==> src/rtl/uart_rx_packer_if.sv <==
// Packet stream from the UART receiver to the matmul operand loader.
// The receiver drives valid/data through the master modport; the consumer returns ready.
interface uart_rx_packer_if #(
    parameter int W_OUT = 24
);
    logic             m_valid;
    logic             m_ready;
    logic [W_OUT-1:0] m_data;

    modport master (output m_valid, output m_data, input m_ready);
    modport slave  (input m_valid, input m_data, output m_ready);
endinterface

==> src/rtl/uart_rx_packer.sv <==
// UART receiver with start/stop/parity checking that packs NUM_WORDS serial words
// into one W_OUT-bit packet and offers it on a valid/ready stream with a holding register.
module uart_rx_packer #(
    parameter int CLOCKS_PER_PULSE = 4,
    parameter int BITS_PER_WORD    = 8,
    parameter int W_OUT            = 24,
    parameter bit PARITY_EN        = 1'b0,
    parameter bit PARITY_ODD       = 1'b0,
    parameter int STOP_BITS        = 1
) (
    input  logic             clk,
    input  logic             rstn,
    input  logic             rx,
    uart_rx_packer_if.master m,
    output logic             err_frame,
    output logic             err_parity,
    output logic             err_overrun
);
    localparam int NUM_WORDS = W_OUT / BITS_PER_WORD;
    localparam int CW        = $clog2(CLOCKS_PER_PULSE);
    localparam int BW        = $clog2(BITS_PER_WORD + 1);
    localparam int WW        = $clog2(NUM_WORDS) + 1;

    localparam logic [CW-1:0] HALF_CNT  = CW'(CLOCKS_PER_PULSE / 2 - 1);
    localparam logic [CW-1:0] FULL_CNT  = CW'(CLOCKS_PER_PULSE - 1);
    localparam logic [BW-1:0] LAST_BIT  = BW'(BITS_PER_WORD - 1);
    localparam logic [BW-1:0] LAST_STOP = BW'(STOP_BITS - 1);
    localparam logic [WW-1:0] LAST_WORD = WW'(NUM_WORDS - 1);

    typedef enum logic [2:0] {IDLE, START, DATA, PARITY, STOP} state_t;

    state_t           state_q, state_d;
    logic             rx_meta, rx_s;
    logic [CW-1:0]    c_clocks, clocks_d;
    logic [BW-1:0]    c_bits, bits_d;
    logic [WW-1:0]    c_words;
    logic [W_OUT-1:0] sh, hold_q;
    logic             valid_q;
    logic             par_acc, par_bad, frm_bad;
    logic             shift_en, par_smp, stop_smp, word_end;
    logic             frame_now, word_ok, pkt_done, load;

    // Stage 0: line synchroniser, FSM state and bit-timing counters
    always_ff @(posedge clk or negedge rstn) begin
        if (!rstn) begin
            rx_meta  <= 1'b1;
            rx_s     <= 1'b1;
            state_q  <= IDLE;
            c_clocks <= '0;
            c_bits   <= '0;
        end else begin
            rx_meta  <= rx;
            rx_s     <= rx_meta;
            state_q  <= state_d;
            c_clocks <= clocks_d;
            c_bits   <= bits_d;
        end
    end

    always_comb begin
        state_d  = state_q;
        clocks_d = (c_clocks == FULL_CNT) ? '0 : c_clocks + CW'(1);
        bits_d   = c_bits;
        shift_en = 1'b0;
        par_smp  = 1'b0;
        stop_smp = 1'b0;
        word_end = 1'b0;
        unique case (state_q)
            IDLE: begin
                clocks_d = '0;
                bits_d   = '0;
                if (!rx_s) state_d = START;
            end
            START: begin
                // Half-bit re-check filters glitches and aligns later samples to mid-bit
                if (c_clocks == HALF_CNT) begin
                    clocks_d = '0;
                    state_d  = rx_s ? IDLE : DATA;
                end
            end
            DATA: begin
                if (c_clocks == FULL_CNT) begin
                    shift_en = 1'b1;
                    bits_d   = c_bits + BW'(1);
                    if (c_bits == LAST_BIT) begin
                        bits_d  = '0;
                        state_d = PARITY_EN ? PARITY : STOP;
                    end
                end
            end
            PARITY: begin
                if (c_clocks == FULL_CNT) begin
                    par_smp = 1'b1;
                    state_d = STOP;
                end
            end
            STOP: begin
                if (c_clocks == FULL_CNT) begin
                    stop_smp = 1'b1;
                    bits_d   = c_bits + BW'(1);
                    // Leave at mid stop bit so a fast sender's next start edge is not missed
                    if (c_bits == LAST_STOP) begin
                        word_end = 1'b1;
                        bits_d   = '0;
                        state_d  = IDLE;
                    end
                end
            end
            default: state_d = IDLE;
        endcase
    end

    assign frame_now = frm_bad | ~rx_s;
    assign word_ok   = word_end & ~frame_now & ~par_bad;
    assign pkt_done  = word_ok & (c_words == LAST_WORD);
    assign load      = pkt_done & (~valid_q | m.m_ready);

    // Stage 1: word assembly, packet hand-off and error pulses
    always_ff @(posedge clk or negedge rstn) begin
        if (!rstn) begin
            sh          <= '0;
            hold_q      <= '0;
            valid_q     <= 1'b0;
            c_words     <= '0;
            par_acc     <= 1'b0;
            par_bad     <= 1'b0;
            frm_bad     <= 1'b0;
            err_frame   <= 1'b0;
            err_parity  <= 1'b0;
            err_overrun <= 1'b0;
        end else begin
            if (shift_en) sh <= {rx_s, sh[W_OUT-1:1]};

            if (state_q == IDLE) begin
                par_acc <= 1'b0;
                par_bad <= 1'b0;
                frm_bad <= 1'b0;
            end else begin
                if (shift_en) par_acc <= par_acc ^ rx_s;
                if (par_smp)  par_bad <= ((par_acc ^ rx_s) != PARITY_ODD);
                if (stop_smp && !rx_s) frm_bad <= 1'b1;
            end

            if (word_end) c_words <= (word_ok && !pkt_done) ? c_words + WW'(1) : '0;

            err_frame   <= word_end & frame_now;
            err_parity  <= word_end & par_bad;
            err_overrun <= pkt_done & valid_q & ~m.m_ready;

            if (load) begin
                hold_q  <= sh;
                valid_q <= 1'b1;
            end else if (valid_q && m.m_ready) begin
                valid_q <= 1'b0;
            end
        end
    end

    assign m.m_valid = valid_q;
    assign m.m_data  = hold_q;
endmodule

==> src/flat_wrapper.sv <==
// flat-port wrapper written by rule: the top's interface ports become plain ports
module uart_rx_packer_flat 
#(
    parameter int CLOCKS_PER_PULSE = 4,
    parameter int BITS_PER_WORD    = 8,
    parameter int W_OUT            = 24,
    parameter bit PARITY_EN        = 1'b0,
    parameter bit PARITY_ODD       = 1'b0,
    parameter int STOP_BITS        = 1
)
  (clk, rstn, rx, err_frame, err_parity, err_overrun, m_m_valid, m_m_data, m_m_ready);
  uart_rx_packer_if #(.W_OUT(W_OUT)) m_i ();
  input  logic clk;
  input  logic rstn;
  input  logic rx;
  output logic err_frame;
  output logic err_parity;
  output logic err_overrun;
  output wire logic [$bits(m_i.m_valid)-1:0] m_m_valid;
  output wire logic [$bits(m_i.m_data)-1:0] m_m_data;
  input wire logic [$bits(m_i.m_ready)-1:0] m_m_ready;
  assign m_m_valid = m_i.m_valid;
  assign m_m_data = m_i.m_data;
  assign m_i.m_ready = m_m_ready;
  uart_rx_packer #(.CLOCKS_PER_PULSE(CLOCKS_PER_PULSE), .BITS_PER_WORD(BITS_PER_WORD), .W_OUT(W_OUT), .PARITY_EN(PARITY_EN), .PARITY_ODD(PARITY_ODD), .STOP_BITS(STOP_BITS)) u_core (.clk(clk), .rstn(rstn), .rx(rx), .m(m_i), .err_frame(err_frame), .err_parity(err_parity), .err_overrun(err_overrun));
endmodule
==> config.mk <==
export PLATFORM = sky130hd
export DESIGN_NAME = uart_rx_packer_flat
export DESIGN_NICKNAME = d
export VERILOG_FILES = /design/src/rtl/uart_rx_packer_if.sv /design/src/rtl/uart_rx_packer.sv /design/src/flat_wrapper.sv
export SDC_FILE = /design/constraint.sdc
export NUM_CORES = 1
export LEC_CHECK = 0
export BUFFER_PORTS_ARGS = -buffer_cell sky130_fd_sc_hd__buf_2
export CAP_MARGIN = 10
export CORE_ASPECT_RATIO = 0.75
export CORE_MARGIN = 4
export CORE_UTILIZATION = 52
export DETAILED_ROUTE_END_ITERATION = 16
export GPL_ROUTABILITY_DRIVEN = 0
export PLACE_DENSITY_LB_ADDON = 0.2
export SYNTH_ARGS = -nofsm -noshare
export SYNTH_HDL_FRONTEND = slang
export SYNTH_SLANG_ARGS = --single-unit
==> constraint.sdc <==
create_clock -name clk -period 1.9 [get_ports clk]
set_clock_uncertainty 0.2 [all_clocks]
set_input_delay 0.285 -clock clk [delete_from_list [all_inputs] [get_ports clk]]
set_output_delay 0.285 -clock clk [all_outputs]
set_load 0.03 [all_outputs]
# After elaboration in Yosys (flattened, before gate mapping)
# Cells that the tools add are included.
[classes]
n_addsub = 3
n_eq_ne = 15
mux = 33
n_bitwise = 16
n_reduce_logical = 14
[op_table]
columns = ["cell", "count"]
rows = [
  ["two-way mux 3 bit", 8],
  ["two-way mux 4 bit", 4],
  ["two-way mux 1 bit", 15],
  ["case mux 3 bit (5 select lines)", 1],
  ["inequality test 2 x 1 -> 1 bit, second input constant", 6],
  ["case mux 4 bit (3 select lines)", 1],
  ["equality test 3 x 2 -> 1 bit, second input constant", 3],
  ["bitwise AND 1 bit", 8],
  ["nonzero test 2 bit", 4],
  ["AND reduction 7 bit", 1],
  ["two-way mux 2 bit", 3],
  ["NOT 1 bit", 5],
  ["adder 4 x 1 -> 4 bit, second input constant", 1],
  ["equality test 4 x 3 -> 1 bit, second input constant", 1],
  ["logical NOT 4 bit", 1],
  ["case mux 2 bit (2 select lines)", 1],
  ["adder 3 x 1 -> 3 bit, second input constant", 1],
  ["equality test 3 x 1 -> 1 bit, second input constant", 1],
  ["equality test 3 bit, second input constant", 1],
  ["logical AND 1 bit", 3],
  ["logical NOT 3 bit", 1],
  ["AND reduction 3 bit", 1],
  ["nonzero test 3 bit", 1],
  ["adder 2 x 1 -> 2 bit, second input constant", 1],
  ["other kinds (6)", 8],
]
[totals]
register_bits = 69
input_bits = 4
out_inout_bits = 28
wordCells = 96

# Longest topological paths before layout
# Gate-level depths: netlist of run 1.
[depth]
word_depth = 10
depth_mapped = 8
ltp_nobuf = 6

# Worst setup path before layout of run 1
# OpenSTA, ideal clock, no wires.
[synth_path]
path_type = "register to register"
startpoint = "register u_core.c_clocks[0]"
endpoint = "register u_core.hold_q[0] (netlist: u_core.m.m_data[0])"
setup_ns = 0.125
arrival_time_ns = 1.689
t_required_ns = 1.575
slack_ns = -0.115
path_stages_with_launch = 9
n_path_buf = 3
synth_period_minus_slack_ns = 2.015
cell_sequence = "dfrtp_1 > ha_1 > buf_4 > and4bb_1 > nand4_2 > nor2b_2 > buf_6 > buf_12 > mux2_4"
[synth_via]
elab_chain_cells = 7
[synth_rtl]
columns = ["element", "line", "rtl"]
rows = [
  ["start: declaration", "uart_rx_packer.sv:34", "logic [CW-1:0] c_clocks, clocks_d;"],
  ["start signal: assignment", "uart_rx_packer.sv:55", "c_clocks <= clocks_d;"],
  ["equality test 2 bit", "uart_rx_packer.sv:98", "if (c_clocks == FULL_CNT) begin"],
  ["two-way mux 1 bit", "uart_rx_packer.sv:98", ""],
  ["two-way mux 1 bit", "uart_rx_packer.sv:68", "unique case (state_q)"],
  ["bitwise AND 1 bit (2 in series)", "uart_rx_packer.sv:114", "assign word_ok = word_end & ~frame_now & ~par_bad;"],
  ["bitwise AND 1 bit", "uart_rx_packer.sv:115", "assign pkt_done = word_ok & (c_words == LAST_WORD);"],
  ["bitwise AND 1 bit", "uart_rx_packer.sv:116", "assign load = pkt_done & (~valid_q | m.m_ready);"],
  ["end signal: assignment", "uart_rx_packer.sv:151", "hold_q <= sh;"],
  ["end: declaration", "uart_rx_packer.sv:37", "logic [W_OUT-1:0] sh, hold_q;"],
]
# Every way passes these cells.
# A chain may end at the register's enable or synchronous reset.

# Worst setup path after layout of run 1
[layout_path]
startpoint = "register u_core.c_bits[1]"
endpoint = "register u_core.hold_q[1] (netlist: u_core.m.m_data[1])"
[layout_via]
elab_chain_cells = 8
[layout_rtl]
columns = ["element", "line", "rtl"]
rows = [
  ["start: declaration", "uart_rx_packer.sv:35", "logic [BW-1:0] c_bits, bits_d;"],
  ["start signal: assignment", "uart_rx_packer.sv:56", "c_bits <= bits_d;"],
  ["logical NOT 4 bit", "uart_rx_packer.sv:102", "if (c_bits == LAST_STOP) begin"],
  ["two-way mux 1 bit", "uart_rx_packer.sv:102", ""],
  ["two-way mux 1 bit", "uart_rx_packer.sv:98", ""],
  ["two-way mux 1 bit", "uart_rx_packer.sv:68", ""],
  ["bitwise AND 1 bit (2 in series)", "uart_rx_packer.sv:114", ""],
  ["bitwise AND 1 bit", "uart_rx_packer.sv:115", ""],
  ["bitwise AND 1 bit", "uart_rx_packer.sv:116", ""],
]
# Every way passes these cells.

==> impl_metrics.py, run 1 <==
metrics = {
    "power_and_ir_drop": {
        "switching_share": 0.270,
        "p_leak_nw": 1.96,
        "internal_power_mw": 2.44,
        "switchingPower_mw": 0.903,
        "ir_drop_mv": 0.434,
        "p_clk_frac": 0.339,
        "power_density_nw_per_um2": 850,
        "seq_power_share": 0.462,
        "combPwrFrac": 0.198,
    },
    "grt": {
        "grt_overflow": 0,
        "met2_usage": 0.226,
        "gr-usage-met3": 0.0553,
        "grt_pass1_vias": 1868,
        "grt_max_degree": 26,
        "groute.usage.overall": 0.166,
        "antenna_found_initial": 0,
        "grtUsageMet1": 0.247,
        "grt_pass1_wl_mm": 9.31,
        "top_usage_layer": "met1",
    },
    "setup_path": {
        "reg2reg_depth": 7,
        "cp_num_buf_inv": 2,
        "cp.depth": 7,
        "startpoint_type": "register",
        "cp.arrival_ps": 2090,
        "cpMaxStageDelayCell": "dfrtp_1",
        "path_class": "reg -> reg",
        "r2r-start": "u_core.c_bits[1]",
        "slowest_delay_ps": 390,
        "timing.rr.end": "u_core.m.m_data[1]",
        "path_max_fanout": 8,
        "crit_family": "simple AND/OR/NAND/NOR gates",
        "cp.required_ps": 1920,
        "rrSetupSlack_ps": -170,
        "path_cells": "inv_2 > ha_4 > nor3b_4 > nand4_2 > nor2b_4 > clkbuf_16 > mux2_4",
        "cp-end-kind": "register",
    },
    "route": {
        "antenna_left": 0,
        "drc": 0,
        "post_drt_via_cell_ratio": 5.33,
        "drt_first_pass_iters": 4,
        "routedWlPerCell_um": 16.4,
        "vias": 1966,
        "drt_iter0_markers": 114,
        "drt_wl_total_mm": 6.04,
    },
    "clock_network": {
        "clk_pin_slew_ps": 70,
        "clock_latency_ps": 330,
        "numCtsBuffers": 9,
        "cts_buffer_depth": 2,
        "cts-htree-levels": 3,
        "cts_tree": "yes",
        "ctsRootBufferMaster": "clkbuf_8",
        "cts_sinks": 69,
    },
    "finish": {
        "drive_gt1_frac": 0.534,
        "final_cell_mix": "dfrtp_1, buf_2, mux2_4, mux2_2, buf_4",
        "final_util": 0.712,
        "nFillCells": 388,
        "antenna_cells": 0,
        "final_common_cell": "dfrtp_1",
        "finalNonFillerCells": 369,
        "design_area_um2": 3930,
        "finalNetCount": 300,
        "syn_to_final_growth_pct": 28.1,
    },
    "min_path": {
        "hold_start": "m_m_ready",
        "holdPathStages": 3,
        "hold-path-endpoint": "u_core.err_overrun",
        "hp-class": "in -> reg",
    },
    "yosys": {
        "ys_ff_latch": 69,
        "synth_nets": 234,
        "synth-edff-count": 0,
        "yosys.cell_types.count": 46,
        "synth-simple-area-share": 0.0966,
        "synthMuxAreaShare": 0.204,
        "synth-xor-area-share": 0.00285,
        "synth_compound_gate_area_share": 0.0566,
        "synth_top_family_by_area": "multiplexers",
        "synth-adder-area-share": 0.0318,
        "syn_avg_cell_area_um2": 13.8,
        "async_flop_share": 1.00,
        "seq_area_frac_synth": 0.563,
        "syn_inst": 223,
        "synth_warnings": 0,
        "ys.flop_type": "dfrtp_1",
        "syn_area_um2": 3070,
    },
    "timing": {
        "tns_ps": -3450,
        "slew_headroom": 0.617,
        "rsz0062_at_grt": "yes",
        "fmax_ghz": 0.483,
        "slew_viol_final": 0,
        "setup_viol_count_final": 25,
        "worst_pin_slew_ps": 574,
        "period_needed_ps": 2070,
        "timing.final.ws_setup_ps": -170,
        "period_share": 1.09,
        "hold_violations": 0,
    },
    "status": {
        "violations": "setup timing",
        "status": "finished with violations",
    },
    "floorplan": {
        "ioPinCount": 32,
        "fp.dieArea_um2": 7210,
        "die_w_um": 96.7,
        "die_height_um": 74.5,
        "num_rows": 23,
        "core-area_um2": 5530,
        "initial_utilization": 0.556,
    },
    "run": {
        "cap_violations": 0,
    },
    "placement": {
        "numPortBuffers": 31,
        "detailed_place.area_um2": 3450,
        "dp.cells": 342,
        "dp_hpwl_mm": 3.74,
    },
}
[metal layers]
metal | up-vias | routed length, um
met5 | - | 0
met2 | 61 | 2590
met3 | 6 | 373
met1 | 980 | 3010
met4 | 0 | 63
li1 | 919 | -
[cells by family after synthesis]
kind of cell / after synthesis
muxes: 49
AOI/OAI and AO/OA: 28
adders and majority gates: 8
DFF: 69
buffers and inverters: 21
xor gates and xnor gates: 1
and+or+nand+nor: 47
[worst max-delay path by stage]
stage | from | end | slack, ps
4_1_cts | u_core.c_bits[0] | u_core.m.m_data[7] | -110
5_1_grt | u_core.c_words[0] | u_core.m.m_data[9] | -240
3_3_place_gp | u_core.c_bits[0] | u_core.m.m_data[5] | -70
6_report | u_core.c_bits[1] | u_core.m.m_data[1] | -170
2_1_floorplan | u_core.c_clocks[0] | u_core.m.m_data[0] | -110
3_5_place_dp | u_core.c_clocks[0] | u_core.m.m_data[6] | -130
[state kept, by name (all words and copies together) (netlist names), 2 cells and up]
signal and cells:
u_core.c_words 3, u_core.m.m_data 24, u_core.c_bits 4, u_core.c_clocks 2
u_core.state_q 3, u_core.sh 24
[power groups by stage]
stage / Sequential (mW) / Clock, mW / Combinational [mW]
after floorplan: 1.57 / 0 / 0.332
after global placement: 1.57 / 0 / 0.514
after detailed placement: 1.57 / 0 / 0.521
after CTS: 1.55 / 1.16 / 0.537
after global routing: 1.55 / 1.24 / 0.730
final: 1.55 / 1.13 / 0.663
[timing repair]
item | in CTS | in global routing
hold buffers | 2 | 0
hold endpoints to repair | 19 | 0
pin swaps | 3 | 13
endpoints found under the setup margin | 28 | 56
cloned | 0 | 4
setup buffers | 3 | 6
resized for setup | 8 | 27
[cell type report]
cell class	count	area, um^2	share of cell area
inverters	10	37.5	0.00955
well taps	75	93.8	0.0239
multi-input cells	133	1330	0.339
clock buffers	14	183	0.0465
flip-flops and latches	69	1730	0.440
clock inverters	2	15.0	0.00382
repair buffers	66	541	0.137
[cell usage after synthesis (all sizes together) (2+ instances only)]
library cell	instances	area share
a211o	2	0.0057
a21oi	5	0.0081
buf	9	0.030
clkbuf	2	0.0028
dfrtp	67	0.55
dfstp	2	0.017
ha	7	0.029
inv	10	0.012
mux2	49	0.20
nand2	8	0.0098
nand2b	7	0.014
nand3	5	0.0081
nand4	2	0.0061
nor2	5	0.0069
nor2b	2	0.0049
nor3	5	0.0081
nor3b	2	0.010
nor4	2	0.0041
o21ai	14	0.023
or3	2	0.0041
or3b	2	0.0057
[tightest hold or removal path: stages]
cell      delay [ps]
buf_2             70
nand2b_1         150
nor2_1            60
[stage by stage]
step / setup slack, ps / total power, mW / hold WS, ps
finish: -170 / 3.34 / 67.1
global route: -237 / 3.52 / 65.1
CTS: -109 / 3.25 / 54.7
detailed placement: -135 / 2.10 / 110
global placement: -71.9 / 2.08 / 115
floorplan: -111 / 1.90 / -211
No activity file was read; power rests on OpenSTA's default activity.
==> inputs of run 2 (changes only) <==
--- a/config.mk
+++ b/config.mk
@@ -5,6 +5,7 @@
 export SDC_FILE = /design/constraint.sdc
 export NUM_CORES = 1
 export LEC_CHECK = 0
+export ABC_AREA = 1
 export BUFFER_PORTS_ARGS = -buffer_cell sky130_fd_sc_hd__buf_2
 export CAP_MARGIN = 10
 export CORE_ASPECT_RATIO = 0.75
==> impl_metrics.py, run 2 <==
metrics = {
    "status": {
        "status": "finished, final reports clean",
    },
    "timing": {
        "period_share": 0.978,
        "tns_ps": 0,
        "fmax_ghz": 0.538,
        "slew_headroom": 0.777,
        "worst_pin_slew_ps": 333,
        "period_needed_ps": 1860,
        "holdWs_ps": 160,
        "slew_viol_final": 0,
        "hold_violations": 0,
        "rsz0062_at_grt": "yes",
        "setup_viol_count_final": 0,
    },
    "power_and_ir_drop": {
        "power_density_nw_per_um2": 1050,
        "ir_drop_mv": 0.597,
        "p_leak_nw": 1.95,
    },
    "clock_network": {
        "numCtsBuffers": 9,
        "clk_pin_slew_ps": 70,
        "cts_setup_buffers": 0,
        "cts_tree": "yes",
        "cts_sinks": 69,
        "ctsRootBufferMaster": "clkbuf_8",
        "clock_latency_ps": 340,
        "cts_buffer_depth": 2,
        "cts-htree-levels": 3,
    },
    "yosys": {
        "synth_warnings": 0,
        "synth-edff-count": 0,
        "syn_inst": 337,
        "yosys.cell_types.count": 29,
        "async_flop_share": 1.00,
        "synth_area_leaders": "dfrtp_1, nand2_1, nand4_1",
        "synth.top_cell.area_share": 0.544,
        "yosysTopAreaCell": "dfrtp_1",
        "synthMostInstantiatedCell": "nand2_1",
        "syn_avg_cell_area_um2": 9.15,
        "synthTopCellsByCount": "nand2_1, dfrtp_1, inv_1",
        "ys.flop_type": "dfrtp_1",
        "syn_area_um2": 3080,
        "synth_nets": 348,
        "ys_ff_latch": 69,
        "seq_area_frac_synth": 0.561,
    },
    "floorplan": {
        "die_w_um": 96.9,
        "core-area_um2": 5530,
        "die_height_um": 74.7,
        "ioPinCount": 32,
        "fp.dieArea_um2": 7240,
        "initial_utilization": 0.558,
        "num_rows": 23,
    },
    "grt": {
        "grt_max_degree": 42,
        "grt_overflow": 0,
        "grt_pass1_wl_mm": 10.2,
        "grt_pass1_vias": 2206,
        "antenna_found_initial": 0,
        "groute.usage.overall": 0.178,
    },
    "setup_path": {
        "cp.required_ps": 1930,
        "cp-end-kind": "register",
        "startpoint_type": "register",
        "path_class": "reg -> reg",
        "cp.arrival_ps": 1880,
        "path_max_fanout": 12,
    },
    "finish": {
        "final_cell_mix": "nand2_1, dfrtp_1, inv_1, buf_2, nand4_1",
        "syn_to_final_growth_pct": 18.2,
        "finalNetCount": 390,
        "drive_gt1_frac": 0.201,
        "final_common_cell": "nand2_1",
        "antenna_cells": 0,
        "nFillCells": 474,
    },
    "min_path": {
        "hp-class": "reg -> reg",
    },
    "placement": {
        "numPortBuffers": 31,
        "dp_hpwl_mm": 4.02,
    },
    "route": {
        "post_drt_via_cell_ratio": 5.16,
        "vias": 2368,
        "drt_wl_total_mm": 6.17,
        "drt_iter0_markers": 189,
        "drc": 0,
        "routedWlPerCell_um": 13.4,
        "drt_first_pass_iters": 5,
        "antenna_left": 0,
    },
    "run": {
        "cap_violations": 0,
    },
}
-- run 2: cell types whose count changed in the layout (fill, tap and decap cells not counted), moves of 6 or more --
cell,before,now
nand2_1,8,98
mux2_4,25,0
inv_1,8,32
mux2_2,24,0
nand4_1,1,24
buf_4,23,7
nor2_1,4,18
nand3_1,5,18
a21oi_1,4,12
o21ai_0,9,15
o21ai_1,2,8
-- run 2: worst paths after layout --
check / from / endpoint / slack, ps / cells past startpoint
hold / removal: u_core.rx_meta / u_core.rx_s / 160 / 0
max in group asynchronous: rstn / u_core.rx_meta / 960 / 3
hold reg to reg: u_core.rx_meta / u_core.rx_s / 160 / 0
setup reg to reg: u_core.c_bits[0] / u_core.m.m_data[5] / 40 / 7
setup / recovery: u_core.c_bits[0] / u_core.m.m_data[5] / 40 / 7
min in group asynchronous: rstn / u_core.par_bad / 270 / 3
-- run 2: cell type report --
class	instances	area, um^2	area share
well taps	75	93.8	0.0257
clock inverters	6	111	0.0306
multi-input cells	223	1170	0.321
inverters	33	124	0.0340
clock buffers	10	128	0.0350
flip-flops and latches	69	1730	0.474
repair buffers	43	288	0.0790
-- run 2: per-stage QoR --
stage | worst slack, ps | power (mW) | area, um^2 | util | instances
floorplan | 228 | 2.23 | 3080 | - | 337
global placement | 98.9 | 2.39 | 3340 | 0.604 | 439
detailed placement | 21.3 | 2.42 | 3340 | 0.604 | 439
CTS | -3.62 | 3.85 | 3600 | 0.652 | 457
global route | -39.8 | 4.06 | 3640 | 0.660 | 459
finish | 41.7 | 3.83 | 3640 | 0.660 | 459
-- run 2: report_power, final --
group | total [mW] | switching (mW) | internal (mW)
clock | 1.42 | 0.544 | 0.872
sequential | 1.78 | 0.149 | 1.63
combinational | 0.637 | 0.427 | 0.209
-- run 2: kinds of logic (layout without fill, tap and decap cells) --
family          after synthesis  count (layout)  share of synthesized area
simple gates                176             178                      0.272
flops                        69              69                      0.561
buf+inv                      47              92                     0.0743
compound gates               37              37                     0.0613
fa+ha+maj                     7               7                     0.0284
xor+xnor                      1               1                    0.00284
-- run 2: critical path: stages (launching register included) --
cell	delay [ps]
dfrtp_1	420
inv_1	100
ha_1	160
nand2_2	120
nor2_4	270
nand4_4	280
nand2_1	130
nand2_1	60
-- run 2: what timing repair did --
action | CTS | global route
endpoints found under the setup margin | 1 | 27
gates cloned | 0 | 2
endpoints found under the hold margin | 70 | 0
resized for setup | 1 | 4
hold buffers | 2 | 0
-- run 2: metal layers --
| metal | track usage | routed length (um) | vias up | share of wire |
|---|---|---|---|---|
| met5 | 0 | 0 | - | 0 |
| met4 | 0.0654 | 34 | 0 | 0.0055 |
| met3 | 0.0565 | 388 | 2 | 0.063 |
| met2 | 0.265 | 2760 | 81 | 0.45 |
| met1 | 0.248 | 2990 | 1094 | 0.48 |
| li1 | - | - | 1191 | - |
